## src/rtl/seg7_pkg.sv

```systemverilog
// Shared constants for the seven-segment scan driver: special digit codes,
// active-low glyph patterns (seg[0]=a ... seg[6]=g) and the scan FSM encoding.
package seg7_pkg;

    localparam logic [7:0] CODE_MINUS = 8'h10;
    localparam logic [7:0] CODE_BLANK = 8'h11;

    localparam logic [6:0] GLYPH_0     = 7'h40;
    localparam logic [6:0] GLYPH_1     = 7'h79;
    localparam logic [6:0] GLYPH_2     = 7'h24;
    localparam logic [6:0] GLYPH_3     = 7'h30;
    localparam logic [6:0] GLYPH_4     = 7'h19;
    localparam logic [6:0] GLYPH_5     = 7'h12;
    localparam logic [6:0] GLYPH_6     = 7'h02;
    localparam logic [6:0] GLYPH_7     = 7'h78;
    localparam logic [6:0] GLYPH_8     = 7'h00;
    localparam logic [6:0] GLYPH_9     = 7'h10;
    localparam logic [6:0] GLYPH_A     = 7'h08;
    localparam logic [6:0] GLYPH_B     = 7'h03;
    localparam logic [6:0] GLYPH_C     = 7'h46;
    localparam logic [6:0] GLYPH_D     = 7'h21;
    localparam logic [6:0] GLYPH_E     = 7'h06;
    localparam logic [6:0] GLYPH_F     = 7'h0E;
    localparam logic [6:0] GLYPH_MINUS = 7'h3F;
    localparam logic [6:0] GLYPH_BLANK = 7'h7F;

    typedef enum logic [1:0] {
        IDLE  = 2'd0,
        GUARD = 2'd1,
        DRIVE = 2'd2
    } scan_state_t;

    // A code counts as a "leading zero" candidate if it shows 0 or nothing.
    // Every code above CODE_MINUS decodes to blank.
    function automatic logic is_zero_or_blank(input logic [7:0] code);
        return (code == 8'h00) || (code > CODE_MINUS);
    endfunction

endpackage

```

## src/rtl/seg7_decode.sv

```systemverilog
// Combinational digit-code to active-low seven-segment glyph decoder.
module seg7_decode
    import seg7_pkg::*;
(
    input  logic [7:0] code,
    output logic [6:0] glyph
);

    // Map the 8-bit code to its glyph; anything unrecognised is blank.
    always_comb begin
        glyph = GLYPH_BLANK;
        case (code)
            8'h00:      glyph = GLYPH_0;
            8'h01:      glyph = GLYPH_1;
            8'h02:      glyph = GLYPH_2;
            8'h03:      glyph = GLYPH_3;
            8'h04:      glyph = GLYPH_4;
            8'h05:      glyph = GLYPH_5;
            8'h06:      glyph = GLYPH_6;
            8'h07:      glyph = GLYPH_7;
            8'h08:      glyph = GLYPH_8;
            8'h09:      glyph = GLYPH_9;
            8'h0A:      glyph = GLYPH_A;
            8'h0B:      glyph = GLYPH_B;
            8'h0C:      glyph = GLYPH_C;
            8'h0D:      glyph = GLYPH_D;
            8'h0E:      glyph = GLYPH_E;
            8'h0F:      glyph = GLYPH_F;
            CODE_MINUS: glyph = GLYPH_MINUS;
            default:    glyph = GLYPH_BLANK;
        endcase
    end

endmodule

```

## src/rtl/seg7_scan_driver.sv

```systemverilog
// Four-digit common-anode scan driver. Digit codes are captured once per
// frame so a conversion in progress upstream never tears the display.
//
//   state | meaning
//   ------+-----------------------------------------------------
//   IDLE  | display disabled, outputs dark, counters cleared
//   GUARD | start of a slot, all anodes off to avoid ghosting
//   DRIVE | anode of slot_idx on, its glyph on the segments
module seg7_scan_driver
    import seg7_pkg::*;
#(
    parameter int REFRESH_DIV = 100000,
    parameter int GUARD_CYC   = 1000
)(
    input  logic       clk,
    input  logic       reset,
    input  logic [7:0] dig_0_ans,
    input  logic [7:0] dig_1_ans,
    input  logic [7:0] dig_2_ans,
    input  logic [7:0] dig_3_ans,
    input  logic       disp_en,
    input  logic       blank_lz,
    input  logic [3:0] dp_mask,
    output logic [3:0] an,
    output logic [6:0] seg,
    output logic       dp,
    output logic       frame_tick
);

    localparam int               CNT_W      = $clog2(REFRESH_DIV);
    localparam logic [CNT_W-1:0] SLOT_LAST  = CNT_W'(REFRESH_DIV - 1);
    localparam logic [CNT_W-1:0] GUARD_LAST = CNT_W'(GUARD_CYC - 1);
    localparam logic [CNT_W-1:0] CNT_ONE    = CNT_W'(1);

    scan_state_t        state;
    logic [1:0]         slot_idx;
    logic [CNT_W-1:0]   slot_cnt;
    logic [3:0][7:0]    snap;
    logic [3:0]         lz_blank;
    logic [7:0]         slot_code;
    logic [6:0]         slot_glyph;

    // Leading-zero blanking ripples down from the leftmost digit; digit 0
    // always shows. blank_lz is used live, the digit codes come from the snapshot.
    always_comb begin
        lz_blank    = 4'b0000;
        lz_blank[3] = blank_lz && is_zero_or_blank(snap[3]);
        lz_blank[2] = lz_blank[3] && is_zero_or_blank(snap[2]);
        lz_blank[1] = lz_blank[2] && is_zero_or_blank(snap[1]);
    end

    assign slot_code = lz_blank[slot_idx] ? CODE_BLANK : snap[slot_idx];

    seg7_decode u_decode (
        .code  (slot_code),
        .glyph (slot_glyph)
    );

    // Scan FSM: slot timing, digit rotation and once-per-frame snapshot.
    always_ff @(posedge clk or posedge reset) begin
        if (reset) begin
            state      <= IDLE;
            slot_idx   <= 2'd0;
            slot_cnt   <= '0;
            snap       <= {4{CODE_BLANK}};
            frame_tick <= 1'b0;
        end else begin
            frame_tick <= 1'b0;
            if (!disp_en) begin
                state    <= IDLE;
                slot_idx <= 2'd0;
                slot_cnt <= '0;
            end else begin
                case (state)
                    IDLE: begin
                        snap       <= {dig_3_ans, dig_2_ans, dig_1_ans, dig_0_ans};
                        frame_tick <= 1'b1;
                        slot_idx   <= 2'd0;
                        slot_cnt   <= '0;
                        state      <= GUARD;
                    end
                    GUARD: begin
                        slot_cnt <= slot_cnt + CNT_ONE;
                        if (slot_cnt == GUARD_LAST) begin
                            state <= DRIVE;
                        end
                    end
                    DRIVE: begin
                        if (slot_cnt == SLOT_LAST) begin
                            slot_cnt <= '0;
                            slot_idx <= slot_idx + 2'd1;
                            state    <= GUARD;
                            if (slot_idx == 2'd3) begin
                                snap       <= {dig_3_ans, dig_2_ans, dig_1_ans, dig_0_ans};
                                frame_tick <= 1'b1;
                            end
                        end else begin
                            slot_cnt <= slot_cnt + CNT_ONE;
                        end
                    end
                    default: begin
                        state <= IDLE;
                    end
                endcase
            end
        end
    end

    // Registered pad drivers; disp_en low darkens on the very next edge.
    always_ff @(posedge clk or posedge reset) begin
        if (reset) begin
            an  <= 4'hF;
            seg <= GLYPH_BLANK;
            dp  <= 1'b1;
        end else if (disp_en && state == DRIVE) begin
            an  <= ~(4'b0001 << slot_idx);
            seg <= slot_glyph;
            dp  <= ~dp_mask[slot_idx];
        end else begin
            an  <= 4'hF;
            seg <= GLYPH_BLANK;
            dp  <= 1'b1;
        end
    end

endmodule
```

## config.mk

```make
export PLATFORM = sky130hd
export DESIGN_NAME = seg7_scan_driver
export DESIGN_NICKNAME = d
export VERILOG_FILES = /design/src/rtl/seg7_pkg.sv /design/src/rtl/seg7_decode.sv /design/src/rtl/seg7_scan_driver.sv
export SDC_FILE = /design/constraint.sdc
export NUM_CORES = 1
export LEC_CHECK = 0
export ABC_AREA = 1
export CAP_MARGIN = 20
export CORE_ASPECT_RATIO = 1.1
export CORE_UTILIZATION = 50
export DETAILED_ROUTE_END_ITERATION = 16
export PLACE_DENSITY = 0.81
export SLEW_MARGIN = 20
export SYNTH_ARGS = -nofsm -noshare
export SYNTH_HDL_FRONTEND = slang
export SYNTH_SLANG_ARGS = --single-unit
```

## constraint.sdc

```tcl
create_clock -name clk -period 2.35 [get_ports clk]
set_input_delay 0.235 -clock clk [delete_from_list [all_inputs] [get_ports clk]]
set_output_delay 0.235 -clock clk [all_outputs]
set_load 0.01 [all_outputs]
```

==> impl_metrics.tcl <==
set metrics [dict create \
    seq_area_frac_synth_pct 46.1 \
    synth.distinct_cells 35 \
    fill_cells 588 \
    ctsHoldBuffers 0 \
    grt_pass1_wl_mm 14.1 \
    portBuffers 52 \
    cts_sinks 66 \
    gr-usage-all-layers_pct 23.1 \
    start_kind "flip-flop" \
    rows 32 \
    yosysWarnings 0 \
    seq_area_mm2 0.00168 \
    drc 0 \
    setup_viol 0 \
    synthXorXnorAreaFrac_pct 0.964 \
    grt_pass1_vias 3200 \
    synth_compound_area_share_pct 10.0 \
    synth_top_family_by_area "simple AND/OR/NAND/NOR gates" \
    slowest_delay_ns 0.47 \
    synth_area_mm2 0.00364 \
    synth-main-ff-cell "dfrtp_1" \
    final_nets 581 \
    ys_ff_latch 66 \
    htree_levels 3 \
    start_util_pct 51.9 \
    first_pass_iters 5 \
    drv_slew 0 \
    crit_fanout 10 \
    yosys.area.top_type_share_pct 31.7 \
    rrSetupSlack_ns 0.27 \
    synth_adder_area_share_pct 5.16 \
    slew_headroom_pct 61.8 \
    final.setup.tns_ns 0 \
    routedWlPerCell_um 12.6 \
    antenna_cells 0 \
    synth_top_area_cell "dfrtp_1" \
    status "completed" \
    yosysMostFrequentCell "nand2_1" \
    layout_min_cycle_time_ns 2.08 \
    crit_required_ns 2.63 \
    die_w_um 83.3 \
    p_per_area_mw_per_mm2 969 \
    place_inst 600 \
    num_vias 3192 \
    place_worst_setup_slack_ns 0.246 \
    cts_setup_buffers 0 \
    syn_inst 467 \
    routabilityCongestion 0.887 \
    io_pins 53 \
    stdcell_count 616 \
    avgSynthCellArea_um2 7.79 \
    path_clk_slew_ns 0.08 \
    worstMarginPinSlew_ns 0.573 \
    rsz0062_at_grt "false" \
    fin_skew_ns 0.0135 \
    cts_buffers 9 \
    synth-simple-area-share_pct 28.2 \
    synth_fp_nets 522 \
    area_growth_pct 23.8 \
    synthMuxAreaShare_pct 0 \
    maxCapViolCount 0 \
    cp_common_cell "nand2_1" \
    die_y_um 91.4 \
    synthTopCellsByCount "102 x nand2_1, 68 x inv_1, 56 x nor2_1" \
    ir_drop_uv 568 \
    leakage_uw 0.00215 \
    endpoint_kind "flip-flop" \
    async_reset_ff_share_pct 100 \
    cts_tree "built" \
    routed_wl_mm 7.76 \
    multi_input_area_mm2 0.00161 \
    max_clock_freq_ghz 0.481 \
    hold_viol_final 0 \
    path_class "reg2reg" \
    die_area_mm2 0.00762 \
    gr-total-overflow 0 \
    hold_path_class "in2async" \
    timing.final.ws_setup_ns 0.271 \
    slowest_stage "dfrtp_2" \
    layout-drive-gt1-share_pct 11.9 \
    drt_iter0_drc 257 \
    clk_latency_ns 0.35 \
    antenna_found_initial 0 \
    synth_enable_flop_cells 0 \
    clockBufferDepth 2 \
    yosys-top-cells-area "dfrtp_1 32%, dfstp_2 14%, nand2_1 11%, inv_1 7.0%, nand3_1 6.1%" \
    final.period_utilization_pct 88.5 \
    crit_chain "inv_2 -> buf_4 -> nand2_1 -> o221ai_1 -> inv_1 -> nand2_1 -> inv_1 -> ha_1 -> inv_1 -> nand3_1 -> nand3_1 -> nand2_1 -> nand2_1 -> nand2_1" \
    antenna_left 0 \
    cts_root_buf "clkbuf_8" \
    grt_max_degree 67 \
    core-area_mm2 0.00701 \
    hpwl_mm 5.69 \
    via_per_inst 5.18 \
    crit_arrival_ns 2.36 \
]
routing by layer:
metal / vias up / wire [um] / track usage (%)
met4: 0 / 191 / 11.2
met2: 102 / 3700 / 37.5
li1: 1605 / - / -
met3: 17 / 389 / 3.64
met1: 1468 / 3480 / 30.3
met5: - / 0 / 0
power by group:
part	total [uW]	internal [uW]	switching, uW
clock	1170	732	442
combinational	1510	538	977
sequential	1670	1490	184
total	4360	2760	1600
metrics by stage:
| step | total power [uW] | util, % | hold slack [ns] | area [um2] |
|---|---|---|---|---|
| 2_1_floorplan | 2810 | - | 0.333 | 3640 |
| 3_3_place_gp | 3130 | 60.7 | 0.468 | 4260 |
| 3_5_place_dp | 3190 | 60.7 | 0.470 | 4260 |
| 4_1_cts | 4370 | 64.2 | 0.282 | 4500 |
| 5_1_grt | 4710 | 64.3 | 0.308 | 4500 |
| 6_report | 4360 | 64.3 | 0.264 | 4500 |
logic make-up after synthesis:
kind of cell             Yosys count
flip-flops                        66
AND/OR/NAND/NOR                  230
adder cells (fa/ha/maj)           15
XOR/XNOR                           4
AO/OA/AOI/OAI                     67
buffers and inverters             85
what timing repair did:
action	4_1_cts	5_1_grt
resized for setup	0	2
setup endpoints to repair	0	2
hold endpoints to repair	0	0
worst paths after layout:
kind | from | to | cells past startpoint
min in group clk | dig_3_ans[0] | snap[24] | 3
max reg2reg | slot_idx[0] | seg[6] | 14
min | reset | snap[13] | 3
max in group asynchronous | reset | snap[4] | 3
min reg2reg | snap[0] | snap[0] | 2
max | slot_idx[0] | seg[6] | 14
state kept, by name (all words and copies together), names as in the netlist:
register,cells
state,2
slot_cnt,17
frame_tick,1
an,4
snap,32
dp,1
slot_idx,2
seg,7
critical path, delay by kind of cell (launching register included):
| kind | cells | cell delay, ns |
|---|---|---|
| AO/OA/AOI/OAI | 1 | 0.21 |
| adder cells (fa/ha/maj) | 1 | 0.20 |
| buffers and inverters | 5 | 0.48 |
| flip-flops | 1 | 0.47 |
| AND/OR/NAND/NOR | 7 | 0.66 |
cells in the final DEF, fill, tap and decap left out, drive strengths merged:
cell | synthesis | routed
xor2 | 2 | 2
xnor2 | 2 | 2
nand2b | 2 | 2
dfrtp | 46 | 46
nand3 | 45 | 45
or2 | 3 | 3
o22ai | 3 | 3
buf | 10 | 6
dfstp | 20 | 20
clkdlybuf4s50 | 0 | 52
o32ai | 1 | 1
bufinv | 0 | 3
ha | 15 | 15
nand2 | 108 | 108
o41ai | 1 | 1
o31ai | 1 | 1
a21oi | 23 | 23
o221ai | 1 | 1
nor2 | 57 | 57
a211oi | 1 | 1
inv | 75 | 75
clkbuf | 0 | 11
clkinvlp | 0 | 1
a22oi | 1 | 1
nor3 | 7 | 7
nand4 | 5 | 5
clkinv | 0 | 1
o21ai | 32 | 32
nor4 | 3 | 3
o211ai | 3 | 3
cell type report:
type	instances	share of cell area (%)
flip-flops and latches	66	37.3
multi-input cells	316	35.8
repair buffers	58	12.8
inverters	75	6.25
clock buffers	11	3.14
well taps	85	2.36
clock inverters	5	2.28
Power figures use the tool's default switching activity.
